$ cat src/rtl/branch_predictor.sv
// Branch predictor: direct-mapped BTB with 2-bit saturating counters,
// combinational fetch lookup, execute-stage resolution/update, and
// saturating statistics counters for branches and mispredicts.
module branch_predictor #(
  parameter int ENTRIES = 16
) (
  input  logic        clk,
  input  logic        rst,
  input  logic [31:0] PCF,
  output logic        PredTakenF,
  output logic [31:0] NextPCF,
  input  logic        ValidE,
  input  logic        BranchE,
  input  logic        JumpE,
  input  logic        JalrE,
  input  logic        TakenE,
  input  logic [31:0] PCE,
  input  logic [31:0] TargetE,
  input  logic        PredTakenE,
  input  logic [31:0] PredTargetE,
  output logic        MispredictE,
  output logic [31:0] RedirectPCE,
  output logic [15:0] BranchCnt,
  output logic [15:0] MispredCnt
);

  localparam int IDX_W = $clog2(ENTRIES);
  localparam int TAG_W = 30 - IDX_W;

  logic [ENTRIES-1:0] validq;
  logic [ENTRIES-1:0] jmpq;
  logic [TAG_W-1:0]   tagq    [ENTRIES];
  logic [31:0]        targetq [ENTRIES];
  logic [1:0]         ctrq    [ENTRIES];

  logic [IDX_W-1:0] idxF;
  logic [IDX_W-1:0] idxE;
  logic [TAG_W-1:0] tagF;
  logic [TAG_W-1:0] tagE;
  logic             hitF;
  logic             hitE;
  logic             doUpdate;
  logic             unusedPcBits;

  assign idxF = PCF[2 +: IDX_W];
  assign tagF = PCF[31:2+IDX_W];
  assign idxE = PCE[2 +: IDX_W];
  assign tagE = PCE[31:2+IDX_W];
  assign unusedPcBits = ^{PCF[1:0], PCE[1:0]};

  // Fetch lookup reads registered table state, so a same-cycle update is seen only next cycle
  always_comb begin
    hitF       = validq[idxF] && (tagq[idxF] == tagF);
    PredTakenF = hitF && (jmpq[idxF] || ctrq[idxF][1]);
    NextPCF    = PredTakenF ? targetq[idxF] : PCF + 32'd4;
  end

  // Execute-stage resolution: flush request and corrected fetch address
  always_comb begin
    hitE        = validq[idxE] && (tagq[idxE] == tagE);
    doUpdate    = ValidE && (BranchE || JumpE) && !JalrE;
    MispredictE = ValidE && ((TakenE != PredTakenE) ||
                             (TakenE && PredTakenE && (PredTargetE != TargetE)));
    RedirectPCE = TakenE ? TargetE : PCE + 32'd4;
  end

  // Table update: train on hit, allocate only on a taken miss; JALR never touches the table
  always_ff @(posedge clk) begin
    if (rst) begin
      validq <= '0;
      jmpq   <= '0;
      for (int i = 0; i < ENTRIES; i++) begin
        tagq[i]    <= '0;
        targetq[i] <= '0;
        ctrq[i]    <= 2'b01;
      end
    end else if (doUpdate) begin
      if (hitE) begin
        if (JumpE) begin
          targetq[idxE] <= TargetE;
        end else begin
          if (TakenE) begin
            targetq[idxE] <= TargetE;
            if (ctrq[idxE] != 2'b11) ctrq[idxE] <= ctrq[idxE] + 2'b01;
          end else begin
            if (ctrq[idxE] != 2'b00) ctrq[idxE] <= ctrq[idxE] - 2'b01;
          end
        end
      end else if (TakenE) begin
        validq[idxE]  <= 1'b1;
        tagq[idxE]    <= tagE;
        targetq[idxE] <= TargetE;
        jmpq[idxE]    <= JumpE;
        ctrq[idxE]    <= 2'b10;
      end
    end
  end

  // Saturating statistics counters
  always_ff @(posedge clk) begin
    if (rst) begin
      BranchCnt  <= '0;
      MispredCnt <= '0;
    end else begin
      if (ValidE && BranchE && (BranchCnt != 16'hFFFF)) BranchCnt <= BranchCnt + 16'd1;
      if (MispredictE && (MispredCnt != 16'hFFFF)) MispredCnt <= MispredCnt + 16'd1;
    end
  end

endmodule

$ cat config.mk
export PLATFORM = sky130hd
export DESIGN_NAME = branch_predictor
export DESIGN_NICKNAME = d
export VERILOG_FILES = /design/src/rtl/branch_predictor.sv
export SDC_FILE = /design/constraint.sdc
export NUM_CORES = 2
export LEC_CHECK = 0
export ABC_CLOCK_PERIOD_IN_PS = 9300
export BUFFER_PORTS_ARGS = -buffer_cell sky130_fd_sc_hd__buf_4
export CAP_MARGIN = 20
export CORE_MARGIN = 8
export CORE_UTILIZATION = 53
export CTS_CLUSTER_SIZE = 8
export DETAILED_ROUTE_END_ITERATION = 10
export PLACE_DENSITY = 0.7
export SLEW_MARGIN = 10
export SYNTH_ARGS = -nofsm -noshare
export SYNTH_HDL_FRONTEND = slang
export SYNTH_SLANG_ARGS = --single-unit
$ cat constraint.sdc
create_clock -name clk -period 9.3 [get_ports clk]
set_clock_uncertainty 0.1 [all_clocks]
set_input_delay 1.86 -clock clk [delete_from_list [all_inputs] [get_ports clk]]
set_output_delay 1.86 -clock clk [all_outputs]
set_load 0.01 [all_outputs]
==> impl_metrics.yaml <==
outcome:
  status: "completed"
routing:
  wl_per_cell_um: 35.2
  num_vias: 36546
  drtPass1Iterations: 6
  remaining_drc_errors: 0
  routed_wl_um: 184000
  drt_iter0_drc: 6230
  avgViaCountPerCell: 6.99
  postRouteAntennaNets: 0
pwr:
  p_per_area_nw_per_um2: 192
  seqPwrFrac_pct: 46.8
  p_int_mw: 8.62
  power.switching_mw: 2.85
  clock_power_share_pct: 42.0
  pwr-share-comb_pct: 11.2
  switching_share_pct: 24.8
  ir_worst_vdd_v: 0.000163
  p_leak_nw: 19.8
timing:
  max_slew_margin_pct: 16.7
  rsz0062_at_grt: "false"
  max_freq_mhz: 114
  setup_tns_ns: 0
  timing.final.ws_setup_ns: 0.511
  drv_slew: 0
  layout_min_cycle_time_ns: 8.79
  tightest_slew_ns: 1.25
  setup_viol: 0
  finalCritPeriodShare_pct: 94.5
  final-hold-violation-count: 0
setup_path:
  critPathKind: "in2out"
  critPathMaxFanout: 45
  worstSetupStartpointType: "input port"
  worst_setup_path_end_kind: "output port"
  reg2regPathDepth: 10
  critPathTopFamily: "simple AND/OR/NAND/NOR gates"
  critPathMaxStageDelay_ns: 0.84
  endpoint: "NextPCF[4]"
  r2r_setup_slack_ns: 3.81
  worstPathRequired_ns: 7.34
  crit_buf_inv: 3
  critPathLaunch: "PCF[2]"
  cp.depth: 11
  r2r-end: "targetq[6][29]"
  cp.arrival_ns: 6.83
  cp_cell_sequence: "buf_8 > mux4_2 > mux4_2 > xnor2_1 > nand4_1 > nor4_1 > nand4_1 > or4_2 > buf_4 > mux2_1 > buf_4"
  crit_path_top_delay_cell: "nor4_1"
  r2r_start: "tagq[14][5]"
clock_tree:
  clkTransAtPathRegs_ns: 0.05
  clk_latency_ns: 0.75
  numClockSinks: 1024
  numCtsBuffers: 146
  cts_resized: 0
  cts-hold-fix-buffers: 0
  cts_root_buffer: "clkbuf_16"
  cts_buffer_depth: 3
  cts_setup_buffers: 0
  htreeDepth: 4
  cts_tree: "yes"
global_routing:
  grtUsageMet1_pct: 44.1
  use_met2_pct: 46.4
  grt_pass1_wl_um: 260000
  antenna_found_initial: 11
  first_global_vias: 36097
  grt_busiest_layer: "met2"
  grt_max_degree: 189
  grt_use_total_pct: 32.6
  grtUsageMet3_pct: 13.9
  grt-ovfl-total: 0
place:
  io_buffers: 233
  place_area_um2: 55500
  place_congestion: 0.973
  hpwlAfterDp_um: 113000
  dp_slack_ns: 0.871
die:
  row_count: 115
  die_w_um: 332
  dieHeight_um: 332
  initial_core_util_pct: 53.6
  dieArea_um2: 110000
  core_region_area_um2: 98600
  num_io_pins: 234
logic_synthesis:
  ys_types: 71
  synth-seq-area-share_pct: 57.0
  async_flop_share_pct: 0
  yosys_register_bits: 1024
  syn_nets: 3888
  synth_edf_count: 960
  ys.flop_type: "edfxtp_1"
  synth_area_per_cell_um2: 14.1
  synth_warnings: 0
  synth_area_um2: 52800
  synthCells: 3744
worst_hold_path:
  hp-class: "reg2reg"
final_layout:
  syn2layout_area_growth_pct: 12.8
  num-nets-final: 4030
  num-fill-cells: 7347
  design_area_um2: 59600
  drive_above_1_share_pct: 31.4
job:
  maxCapViolations: 0
-- cell usage after synthesis (7+ instances only) --
cell type  count  share of area (%)
a21o_1        35               0.50
a21oi_1       33               0.31
a22o_1         7               0.12
a22oi_1       15               0.21
and2_1       246                2.9
and3_1        34               0.40
buf_1         26               0.18
buf_2         51               0.48
buf_4         19               0.27
buf_6         36               0.77
clkbuf_1     224                1.6
dfxtp_1       64                2.4
edfxtp_1     960                 55
ha_1           8               0.19
inv_1         20               0.14
mux2_1        28               0.60
mux2_2        16               0.34
mux2i_1      102                1.9
mux4_2       384                 16
nand2_1      188                1.3
nand2_8       10               0.38
nand2b_1      10               0.12
nand3_1       55               0.52
nand4_1       20               0.24
nor2_1       340                2.4
nor2_2       240                2.8
nor2b_1        8              0.095
nor3_1        36               0.34
nor4_1       180                2.1
o21ai_0       55               0.52
o21bai_1      15               0.21
o22ai_1        8              0.095
or2_2          8              0.095
xnor2_1       90                1.5
xor2_1        80                1.3
-- registers in the layout, summed over array words and instances (netlist names) --
| signal | cells |
|---|---|
| ctrq | 32 |
| tagq | 416 |
| jmpq | 16 |
| validq | 16 |
| BranchCnt | 16 |
| MispredCnt | 16 |
| targetq | 512 |
-- through the flow --
stage                     instances  power [mW]  utilization [%]  hold WS [ns]
after global routing           5219        11.7             60.4         0.390
after detailed placement       5020        6.69             56.3         0.354
after floorplan                3744        6.16                -         0.335
after CTS                      5214        11.4             60.4         0.362
after global placement         5020        6.67             56.3         0.344
final                          5226        11.5             60.4         0.360
-- final cells by class --
type	instances	area, µm²	area share, %
flip-flops and latches	1024	30100	50.5
multi-input cells	2333	21000	35.2
clock buffers	183	3830	6.44
repair buffers	352	2770	4.65
well taps	1287	1610	2.70
clock inverters	11	161	0.271
inverters	29	109	0.183
diodes	7	17.5	0.0294
-- worst reg2reg max path: cells and delay by family (launching register included) --
kind / cells / cell delay, ns
muxes: 1 / 0.49
and+or+nand+nor: 3 / 1.83
buffers and inverters: 1 / 0.50
AOI/OAI and AO/OA: 5 / 1.77
DFF: 1 / 0.42
-- power by group through the flow --
stage	Clock, mW	Combinational, mW	Sequential, mW
6_report	4.82	1.28	5.37
5_1_grt	5.00	1.31	5.38
4_1_cts	4.83	1.24	5.36
3_5_place_dp	0	1.24	5.45
3_3_place_gp	0	1.23	5.44
2_1_floorplan	0	0.758	5.40
-- cells in the final DEF (no fill, tap or decap), types with 7 or more instances in the layout --
cell type,Yosys,final
o22ai_1,8,8
a22oi_1,15,15
or2_2,8,8
nand2_1,188,176
mux2_2,16,16
mux2i_1,102,102
o21bai_1,15,15
a21o_2,0,16
nor3_1,36,22
nand4_1,20,20
diode_2,0,7
and3_1,34,34
nor4_1,180,178
a22o_1,7,7
o21ai_0,55,55
clkbuf_1,224,35
mux4_2,384,384
nand3_1,55,55
nand2b_1,10,10
xor2_1,80,80
edfxtp_1,960,960
and2_1,246,246
a21o_1,35,19
nand2_8,10,10
nor3_2,0,12
nand2_2,0,12
inv_1,20,19
a21oi_1,33,33
buf_12,2,8
nor2_1,340,339
xnor2_1,90,90
nor2_2,240,240
buf_4,19,338
nor2b_1,8,8
dfxtp_1,64,64
ha_1,8,8
mux2_1,28,28
clkbuf_16,0,148
-- worst min path at each step --
stage	cells after the start	slack, ns	start	endpoint
detailed placement	2	0.35	jmpq[5]	jmpq[5]
global placement	2	0.34	jmpq[9]	jmpq[9]
finish	2	0.36	jmpq[9]	jmpq[9]
global route	2	0.39	jmpq[8]	jmpq[8]
floorplan	2	0.34	jmpq[0]	jmpq[0]
CTS	2	0.36	jmpq[5]	jmpq[5]
-- metal layers --
metal / vias up / share of wire (%)
li1: 14448 / -
met1: 18376 / 36
met2: 3193 / 43
met3: 523 / 17
met4: 6 / 4.6
met5: - / 0.019
-- logic make-up (layout without fill, tap and decap cells) --
group	count (synthesis)	in the layout	synth area share, %
compound gates	222	222	2.91
xor+xnor	170	170	2.82
fa+ha+maj	8	8	0.190
buf+inv	387	575	3.58
flops	1024	1024	57.0
mux	530	530	19.3
other cells	0	7	0
simple gates	1403	1403	14.2
(Power assumes the default switching activity.)
